File: src/rtl/riscv_pkg.sv
// Shared LSU types: FSM state encoding, access-size codes and address helpers.
package riscv_pkg;

    typedef enum logic [1:0] {
        IDLE = 2'd0,
        REQ  = 2'd1,
        DONE = 2'd2
    } lsu_state_t;

    localparam logic [1:0] SZ_BYTE = 2'b00;
    localparam logic [1:0] SZ_HALF = 2'b01;
    localparam logic [1:0] SZ_WORD = 2'b10;

    // Byte offset actually used: halves drop Addr[0], words drop Addr[1:0].
    function automatic logic [1:0] lsu_offset(input logic [1:0] size, input logic [1:0] a);
        case (size)
            SZ_BYTE: return a;
            SZ_HALF: return {a[1], 1'b0};
            default: return 2'b00;
        endcase
    endfunction

    function automatic logic lsu_misaligned(input logic [1:0] size, input logic [1:0] a);
        case (size)
            SZ_BYTE: return 1'b0;
            SZ_HALF: return a[0];
            default: return (a != 2'b00);
        endcase
    endfunction

endpackage

File: src/rtl/lsu_lane_align.sv
// Combinational lane steering: byte enables and replicated store data, plus
// down-shifting of load data by the captured byte offset.
module lsu_lane_align
    import riscv_pkg::*;
#(
    parameter int N_Bits = 32
) (
    input  logic [1:0]        size,
    input  logic [1:0]        offset,
    input  logic [N_Bits-1:0] wdata,
    output logic [3:0]        be,
    output logic [N_Bits-1:0] wdata_lanes,
    input  logic [1:0]        rd_offset,
    input  logic [N_Bits-1:0] rdata,
    output logic [N_Bits-1:0] rdata_aligned
);

    always_comb begin
        be          = 4'b1111;
        wdata_lanes = wdata;
        case (size)
            SZ_BYTE: begin
                be          = 4'b0001 << offset;
                wdata_lanes = {4{wdata[7:0]}};
            end
            SZ_HALF: begin
                be          = 4'b0011 << offset;
                wdata_lanes = {2{wdata[15:0]}};
            end
            default: begin
                be          = 4'b1111;
                wdata_lanes = wdata;
            end
        endcase
    end

    assign rdata_aligned = rdata >> {rd_offset, 3'b000};

endmodule

File: src/rtl/load_store_unit.sv
// Load/store unit: IDLE/REQ/DONE bus FSM with wait-counter timeout abort.
// Optional misaligned-access trap enabled by LSU_MISALIGN_TRAP_EN.
module load_store_unit
    import riscv_pkg::*;
#(
    parameter int N_Bits  = 32,
    parameter int TIMEOUT = 16
) (
    input  logic              clk,
    input  logic              rst,
    input  logic              MemRead,
    input  logic              MemWrite,
    input  logic [1:0]        Size,
    input  logic [N_Bits-1:0] Addr,
    input  logic [N_Bits-1:0] WriteData,
    output logic [N_Bits-1:0] ReadData,
    output logic              Stall,
    output logic              Misalign,
    output logic              BusErr,
    output logic              bus_req,
    output logic              bus_we,
    output logic [N_Bits-1:0] bus_addr,
    output logic [N_Bits-1:0] bus_wdata,
    output logic [3:0]        bus_be,
    input  logic [N_Bits-1:0] bus_rdata,
    input  logic              bus_ack
);

    lsu_state_t        state;
    logic [7:0]        wait_cnt;
    logic [1:0]        rd_off;
    logic [1:0]        eff_off;
    logic              req_valid;
    logic              mis;
    logic [3:0]        lane_be;
    logic [N_Bits-1:0] lane_wdata;
    logic [N_Bits-1:0] rd_aligned;

    assign req_valid = MemRead || MemWrite;
    assign eff_off   = lsu_offset(Size, Addr[1:0]);
    assign Stall     = (state == REQ) || ((state == IDLE) && req_valid);

`ifdef LSU_MISALIGN_TRAP_EN
    logic misalign_q;
    assign mis      = lsu_misaligned(Size, Addr[1:0]);
    assign Misalign = misalign_q;

    always_ff @(posedge clk) begin
        if (rst)
            misalign_q <= 1'b0;
        else
            misalign_q <= (state == IDLE) && req_valid && mis;
    end
`else
    assign mis      = 1'b0;
    assign Misalign = 1'b0;
`endif

    lsu_lane_align #(.N_Bits(N_Bits)) u_align (
        .size          (Size),
        .offset        (eff_off),
        .wdata         (WriteData),
        .be            (lane_be),
        .wdata_lanes   (lane_wdata),
        .rd_offset     (rd_off),
        .rdata         (bus_rdata),
        .rdata_aligned (rd_aligned)
    );

    always_ff @(posedge clk) begin
        if (rst) begin
            state     <= IDLE;
            wait_cnt  <= '0;
            rd_off    <= '0;
            bus_req   <= 1'b0;
            bus_we    <= 1'b0;
            bus_be    <= '0;
            bus_addr  <= '0;
            bus_wdata <= '0;
            ReadData  <= '0;
            BusErr    <= 1'b0;
        end else begin
            BusErr <= 1'b0;
            case (state)
                IDLE: begin
                    if (req_valid) begin
                        if (mis) begin
                            state <= DONE;
                        end else begin
                            state     <= REQ;
                            bus_req   <= 1'b1;
                            bus_we    <= MemWrite;
                            bus_addr  <= {Addr[N_Bits-1:2], 2'b00};
                            bus_be    <= lane_be;
                            bus_wdata <= lane_wdata;
                            rd_off    <= eff_off;
                            wait_cnt  <= '0;
                        end
                    end
                end
                REQ: begin
                    // Ack takes priority over a coincident timeout.
                    if (bus_ack) begin
                        state    <= DONE;
                        bus_req  <= 1'b0;
                        ReadData <= rd_aligned;
                    end else if (wait_cnt == 8'(TIMEOUT - 1)) begin
                        state    <= DONE;
                        bus_req  <= 1'b0;
                        BusErr   <= 1'b1;
                        ReadData <= '0;
                    end else begin
                        wait_cnt <= wait_cnt + 8'd1;
                    end
                end
                DONE:    state <= IDLE;
                default: state <= IDLE;
            endcase
        end
    end

endmodule

File: config.mk
export PLATFORM = sky130hd
export DESIGN_NAME = load_store_unit
export DESIGN_NICKNAME = d
export VERILOG_FILES = /design/src/rtl/riscv_pkg.sv /design/src/rtl/lsu_lane_align.sv /design/src/rtl/load_store_unit.sv
export SDC_FILE = /design/constraint.sdc
export NUM_CORES = 1
export LEC_CHECK = 0
export ABC_AREA = 1
export CAP_MARGIN = 5
export CORE_AREA = 2 2 110 112
export DETAILED_ROUTE_END_ITERATION = 10
export DIE_AREA = 0 0 112 114
export GPL_TIMING_DRIVEN = 0
export PLACE_DENSITY = 0.8
export SYNTH_ARGS = -nofsm -noshare
export SYNTH_HDL_FRONTEND = slang
export SYNTH_SLANG_ARGS = --single-unit
export TNS_END_PERCENT = 50
File: constraint.sdc
create_clock -name clk -period 1.5 [get_ports clk]
set_input_delay 0.3 -clock clk [delete_from_list [all_inputs] [get_ports clk]]
set_output_delay 0.3 -clock clk [all_outputs]
set_load 0.05 [all_outputs]
==> impl_metrics.tcl, run 1 <==
set metrics [dict create \
    synth_cells 683 \
    finalCritPeriodShare_pct 105.0 \
    routed_wl_um 16870 \
    synth_compound_area_share_pct 19.69 \
    rsz0062_at_grt "yes" \
    nets 1019 \
    gr-total-overflow 0 \
    crit_family "flip-flops" \
    synth_area_per_cell_sq_um 7.135 \
    finalHoldViolCount 0 \
    cts_tree "yes" \
    place_hpwl_um 12020 \
    violations "negative setup slack" \
    grt_max_degree 19 \
    cts-root-buf "clkbuf_16" \
    worstPathMaxFanout 2 \
    grt_pass1_vias 5211 \
    ir_worst_vdd_mv 0.7120 \
    setup-violations-final 1 \
    synth-xor-area-share_pct 0 \
    drive_gt1_share_pct 22.11 \
    fin_skew_ns 0.008489 \
    worst_ep_arrival_time_ns 1.27 \
    die_area_sq_um 12770 \
    dr_total_vias 5469 \
    port_buffers 202 \
    start_util_pct 41.61 \
    hold_class "input port to flip-flop" \
    synth_top_family_by_area "simple AND/OR/NAND/NOR gates" \
    dr.pass1.iters 5 \
    synth-simple-area-share_pct 25.80 \
    yosysUniqueCellTypes 32 \
    ant_nets 0 \
    htree_levels 4 \
    pin_count 208 \
    utilization_pct 68.81 \
    ys_seq_area_share_pct 46.42 \
    worstPathCellList "nor2_4 -> nand2_2 -> buf_12 -> nand2_4 -> buf_8" \
    synth_warnings 0 \
    hold_ws_ns 0.2934 \
    grt.total_usage_pct 26.13 \
    slew_violations 0 \
    place_congestion 0.9389 \
    total_power_mw 10.55 \
    worst_pin_slew_ns 0.5298 \
    diodes 0 \
    cp_slowest_stage_delay_ns 0.34 \
    critPathLaunchType "flip-flop" \
    r2r_slack_ns 0.03 \
    num-fill-cells 960 \
    cts_buffers 17 \
    synth_edf_count 0 \
    path_buf_inv 2 \
    path_clk_slew_ns 0.05 \
    status "finished with violations" \
    critPathKind "flip-flop to output pin" \
    async_flop_share_pct 0 \
    grt_pass1_wl_um 26430 \
    period_needed_ns 1.575 \
    fmaxAchievable_mhz 634.9 \
    maxCapViolCount 0 \
    cts.sinks 113 \
    antenna_found_initial 0 \
    core_sq_um 11710 \
    vias_per_cell 5.092 \
    end_kind "output pin" \
    leakagePower_nw 3.345 \
    required_ns 1.20 \
    cp_slowest_cell "dfxtp_2" \
    syn_to_final_growth_pct 65.37 \
    rows 40 \
    synthAdderAreaFrac_pct 0.2567 \
    fp.dieH_um 114 \
    synth_seq_cells 113 \
    postSynth.topFlopCell "dfxtp_1" \
    die_w_um 112 \
    post_drt_wl_per_cell_um 15.71 \
    finalWorstSetupSlack_ns -0.07496 \
    insertion_delay_ns 0.41 \
    muxShareOfSynthArea_pct 0 \
    relSlewSlack_pct 64.68 \
    power_density_nw_per_um2 1309 \
    drcViolationCount 0 \
    synth_area_sq_um 4873 \
    initialDrtViolationCount 376 \
    pre_cts_ws_ns -1.023 \
    clk_path_buf_depth 2 \
]
-- cell usage after synthesis (4+ instances only) --
cell	count	area [sq um]
clkbuf_1	22	82.58
o211ai_1	15	112.6
nand2_2	5	31.28
buf_2	17	85.08
nor2_1	82	307.8
o21ai_0	63	315.3
buf_4	8	60.06
o21ai_1	4	20.02
a31oi_1	8	50.05
dfxtp_1	113	2262
inv_2	4	15.01
inv_1	28	105.1
nand2_1	175	656.9
a21oi_1	83	415.4
nand3_1	32	160.2
-- final cells by class --
type                            count  area (sq um)  area share (%)
Buffer                             49         304.0           3.773
Clock inverter                      9         153.9           1.910
Multi-Input combinational cell    489          2303           28.58
Clock buffer                       22         484.2           6.008
Timing Repair Buffer              212          2232           27.70
Sequential cell                   113          2270           28.16
Inverter                           33         127.6           1.584
Tap cell                          147         183.9           2.282
-- state kept, by name, indices dropped and copies added (netlist names) --
| signal | count |
|---|---|
| bus_req | 1 |
| BusErr | 1 |
| bus_we | 1 |
| bus_wdata | 32 |
| bus_be | 4 |
| wait_cnt | 8 |
| state | 2 |
| rd_off | 2 |
| bus_addr | 30 |
| ReadData | 32 |
-- path summary, 6_finish.rpt --
path | start | cells after the start | endpoint
setup / recovery | state[1] | 5 | Stall
hold / removal | MemWrite | 3 | bus_we
setup reg to reg | state[1] | 7 | bus_addr[15]
hold reg to reg | wait_cnt[0] | 1 | wait_cnt[0]
-- cell usage in the layout, fill, tap and decap left out, types with 17 or more instances in the layout --
cell type / count
nand2_1: 173
dfxtp_1: 109
clkdlybuf4s15_2: 100
clkdlybuf4s50_1: 98
a21oi_1: 83
nor2_1: 81
o21ai_0: 60
nand3_1: 31
inv_1: 28
buf_4: 18
clkbuf_16: 17
-- worst reg2reg max path, stage by stage, from the launching register on --
cell	delay [ns]
dfxtp_2	0.34
nor2_4	0.12
nand2_2	0.09
buf_4	0.15
inv_2	0.14
clkbuf_1	0.38
nor2_1	0.08
nor2_1	0.11
-- metrics by stage --
step | setup TNS (ns) | std cells | cell area (sq um)
2_1_floorplan | 0 | 685 | 4881
3_3_place_gp | -29.59 | 1034 | 7087
3_5_place_dp | -30.41 | 1034 | 7087
4_1_cts | -0.1829 | 1066 | 7924
5_1_grt | -0.5678 | 1074 | 8059
6_report | -0.07496 | 1074 | 8059
-- logic make-up after synthesis --
family,count (synthesis)
AO/OA/AOI/OAI,178
adder cells (fa/ha/maj),1
buffers and inverters,83
flip-flops,113
other,1
AND/OR/NAND/NOR,307
-- layer usage --
metal,track usage [%],vias to the layer above,routed length [um]
met3,9.139,45,1821
met1,31.25,2424,6803
met2,42.59,294,7721
li1,-,2706,-
met5,0,-,0
met4,11.87,0,528
-- power by group --
part           total [mW]  switching [mW]  leakage (nW)  internal [mW]
clock network        4.34            1.40         0.308           2.94
registers            3.43           0.154         0.933           3.28
logic                2.77            1.80          2.10          0.968
-- timing repair --
action | in CTS | in global routing
resized for setup | 335 | 37
setup endpoints to repair | 139 | 85
pin swaps | 3 | 6
hold buffers | 0 | 0
buffers inserted | 2 | 8
(Power assumes the default switching activity.)
==> run 2, diff against run 1 <==
--- a/config.mk
+++ b/config.mk
@@ -8,6 +8,7 @@
 export ABC_AREA = 1
 export CAP_MARGIN = 5
 export CORE_AREA = 2 2 110 112
+export CTS_CLUSTER_DIAMETER = 80
 export DETAILED_ROUTE_END_ITERATION = 10
 export DIE_AREA = 0 0 112 114
 export GPL_TIMING_DRIVEN = 0
==> results of run 2 <==
Final layout, timing and power as in run 1 (identical DEF).
==> run 3, diff against run 2 <==
--- a/config.mk
+++ b/config.mk
@@ -7,12 +7,14 @@
 export LEC_CHECK = 0
 export ABC_AREA = 1
 export CAP_MARGIN = 5
-export CORE_AREA = 2 2 110 112
+export CELL_PAD_IN_SITES_DETAIL_PLACEMENT = 0
+export CELL_PAD_IN_SITES_GLOBAL_PLACEMENT = 1
+export CORE_AREA = 3 3 134 136
 export CTS_CLUSTER_DIAMETER = 80
 export DETAILED_ROUTE_END_ITERATION = 10
-export DIE_AREA = 0 0 112 114
+export DIE_AREA = 0 0 137 139
 export GPL_TIMING_DRIVEN = 0
-export PLACE_DENSITY = 0.8
+export PLACE_DENSITY_LB_ADDON = 0.1
 export SYNTH_ARGS = -nofsm -noshare
 export SYNTH_HDL_FRONTEND = slang
 export SYNTH_SLANG_ARGS = --single-unit
==> run 3 against run 2 <==
Effect of this change: the run still ends with negative setup slack left; clock skew is essentially flat; clock power fell by 2%; flip-flop and latch count did not move; final cell count grew 7.2%; worst setup slack gained 0.018 ns; worst hold slack better by 0.020 ns; die area is 49% higher; sequential share of layout area shrank 0.15 points; final area up 0.48%; first-iteration DRC count down 28%.
==> impl_metrics.tcl, run 3 (synthesis results as in run 1) <==
set metrics [dict create \
    ant_nets 0 \
    fin_cells 1151 \
    cts_tree "yes" \
    die_w_um 137 \
    gr-total-overflow 0 \
    port_buffers 202 \
    die_area_sq_um 19040 \
    setup-violations-final 1 \
    cts_buffers 17 \
    initialDrtViolationCount 269 \
    insertion_delay_ns 0.41 \
    min_to "bus_we" \
    hp-start "MemWrite" \
    htree_levels 4 \
    seq_power_share_pct 32.8 \
    cts-root-buf "clkbuf_16" \
    diodes 0 \
    p_int_mw 7.100 \
    finalHoldViolCount 0 \
    required_ns 1.20 \
    core_sq_um 17060 \
    worstPathMaxFanout 2 \
    r2r_slack_ns 0.10 \
    hold_buffers 0 \
    path_clk_slew_ns 0.05 \
    pin_count 208 \
    hold_class "input port to flip-flop" \
    combinationalPowerShare_pct 26.5 \
    place_hpwl_um 13710 \
    slew_violations 0 \
    period_needed_ns 1.557 \
    post_drt_wl_per_cell_um 15.81 \
    rsz0062_at_grt "yes" \
    place_congestion 0.9248 \
    vias_per_cell 4.659 \
    grt.total_usage_pct 18.99 \
    cts.sinks 113 \
    worst_ep_arrival_time_ns 1.26 \
    placedCellCount 1112 \
    relSlewSlack_pct 60.54 \
    min_path_cells 3 \
    start_util_pct 28.57 \
    clk_path_buf_depth 2 \
    finalCritPeriodShare_pct 103.8 \
    power_density_nw_per_um2 1294 \
    num-fill-cells 1764 \
    rows 48 \
    critPathKind "flip-flop to output pin" \
    layout_commonest_cell "nand2_1" \
    fp.dieH_um 139 \
    switching_share_pct 32.24 \
    finalWorstSetupSlack_ns -0.05689 \
    fin_setup_tns_ns -0.05689 \
    rr_endpoint "bus_addr[17]" \
    final_cell_mix "nand2_1, dfxtp_1, clkdlybuf4s50_1" \
    dr_total_vias 5363 \
    p_sw_mw 3.378 \
    maxCapViolCount 0 \
    fmaxAchievable_mhz 642.3 \
    end_kind "output pin" \
    fin_skew_ns 0.008212 \
    critPathLaunchType "flip-flop" \
    grt_pass1_wl_um 28480 \
    nets 1017 \
    drive_gt1_share_pct 21.38 \
    utilization_pct 47.48 \
    worst_pin_slew_ns 0.5919 \
    drcViolationCount 0 \
    syn_to_final_growth_pct 66.16 \
    grt_max_degree 19 \
    routed_wl_um 18190 \
    ir_worst_vdd_mv 0.7757 \
    status "finished with violations" \
    leakagePower_nw 3.334 \
    largest_registers "ReadData (32), bus_wdata (32), bus_addr (30)" \
    antenna_found_initial 1 \
    clockPowerShare_pct 40.8 \
    r2r_cells 7 \
    violations "negative setup slack" \
    grt_pass1_vias 5432 \
    r2r_start "state[0]" \
    dr.pass1.iters 5 \
]
==> run 3: cell types whose count changed in the layout (fill, tap and decap cells not counted), sizes merged <==
cell	before	now
buf	43	38
clkbuf	40	44
clkinv	3	7
clkinvlp	3	0
clkdlybuf4s18	0	2
clkdlybuf4s15	100	97
==> run 3: stage by stage <==
step	power [mW]	setup slack, ns	area (sq um)	hold slack (ns)
after global placement	6.239	-1.033	7184	0.4484
after detailed placement	6.254	-1.026	7184	0.4547
final	10.48	-0.05689	8098	0.3136
after CTS	10.56	-0.08819	7993	0.2899
after floorplan	5.159	0.002840	4881	0.3778
after global routing	10.95	-0.1253	8098	0.3026
==> run 3: power groups by stage <==
stage          clock network [mW]  logic, mW  registers (mW)
5_1_grt                      4.52       2.97            3.47
2_1_floorplan                   0      0.833            4.33
3_5_place_dp                    0       2.77            3.48
4_1_cts                      4.38       2.75            3.43
3_3_place_gp                    0       2.76            3.48
6_report                     4.27       2.77            3.43
==> run 3: how the worst max path moves through the flow <==
stage | slack, ns | depth (start not counted) | to | start
after detailed placement | -1.03 | 7 | Stall | MemWrite
after global routing | -0.13 | 5 | Stall | state[0]
after CTS | -0.09 | 5 | Stall | state[1]
after global placement | -1.03 | 7 | Stall | MemWrite
after floorplan | 0.003 | 5 | Stall | MemWrite
final | -0.06 | 5 | Stall | state[0]
==> run 3: final cells by class <==
type,instances,area (sq um),area share (%)
Tap cell,225,281.5,3.477
Timing Repair Buffer,210,2196,27.12
Sequential cell,113,2268,28.01
Multi-Input combinational cell,489,2293,28.32
Clock buffer,22,464.2,5.732
Buffer,49,312.8,3.863
Inverter,33,123.9,1.530
Clock inverter,10,157.7,1.947
==> run 3: what timing repair did <==
item | 4_1_cts | 5_1_grt
resized for setup | 331 | 44
pin swaps | 1 | 7
setup buffers | 2 | 6
gates cloned | 0 | 0
endpoints found under the setup margin | 134 | 98
==> run 3: layer usage <==
layer | up-vias | wire length, um | GRT usage [%]
met4 | 2 | 369 | 6.460
met5 | - | 9 | 0
li1 | 2703 | - | -
met2 | 193 | 8515 | 29.82
met1 | 2438 | 7757 | 23.54
met3 | 27 | 1542 | 7.692
==> run 3: critical path, stage by stage, from the launching register on <==
cell,delay [ns]
dfxtp_2,0.34
nor2_4,0.11
nand2_2,0.08
buf_12,0.13
nand2_4,0.05
buf_8,0.14
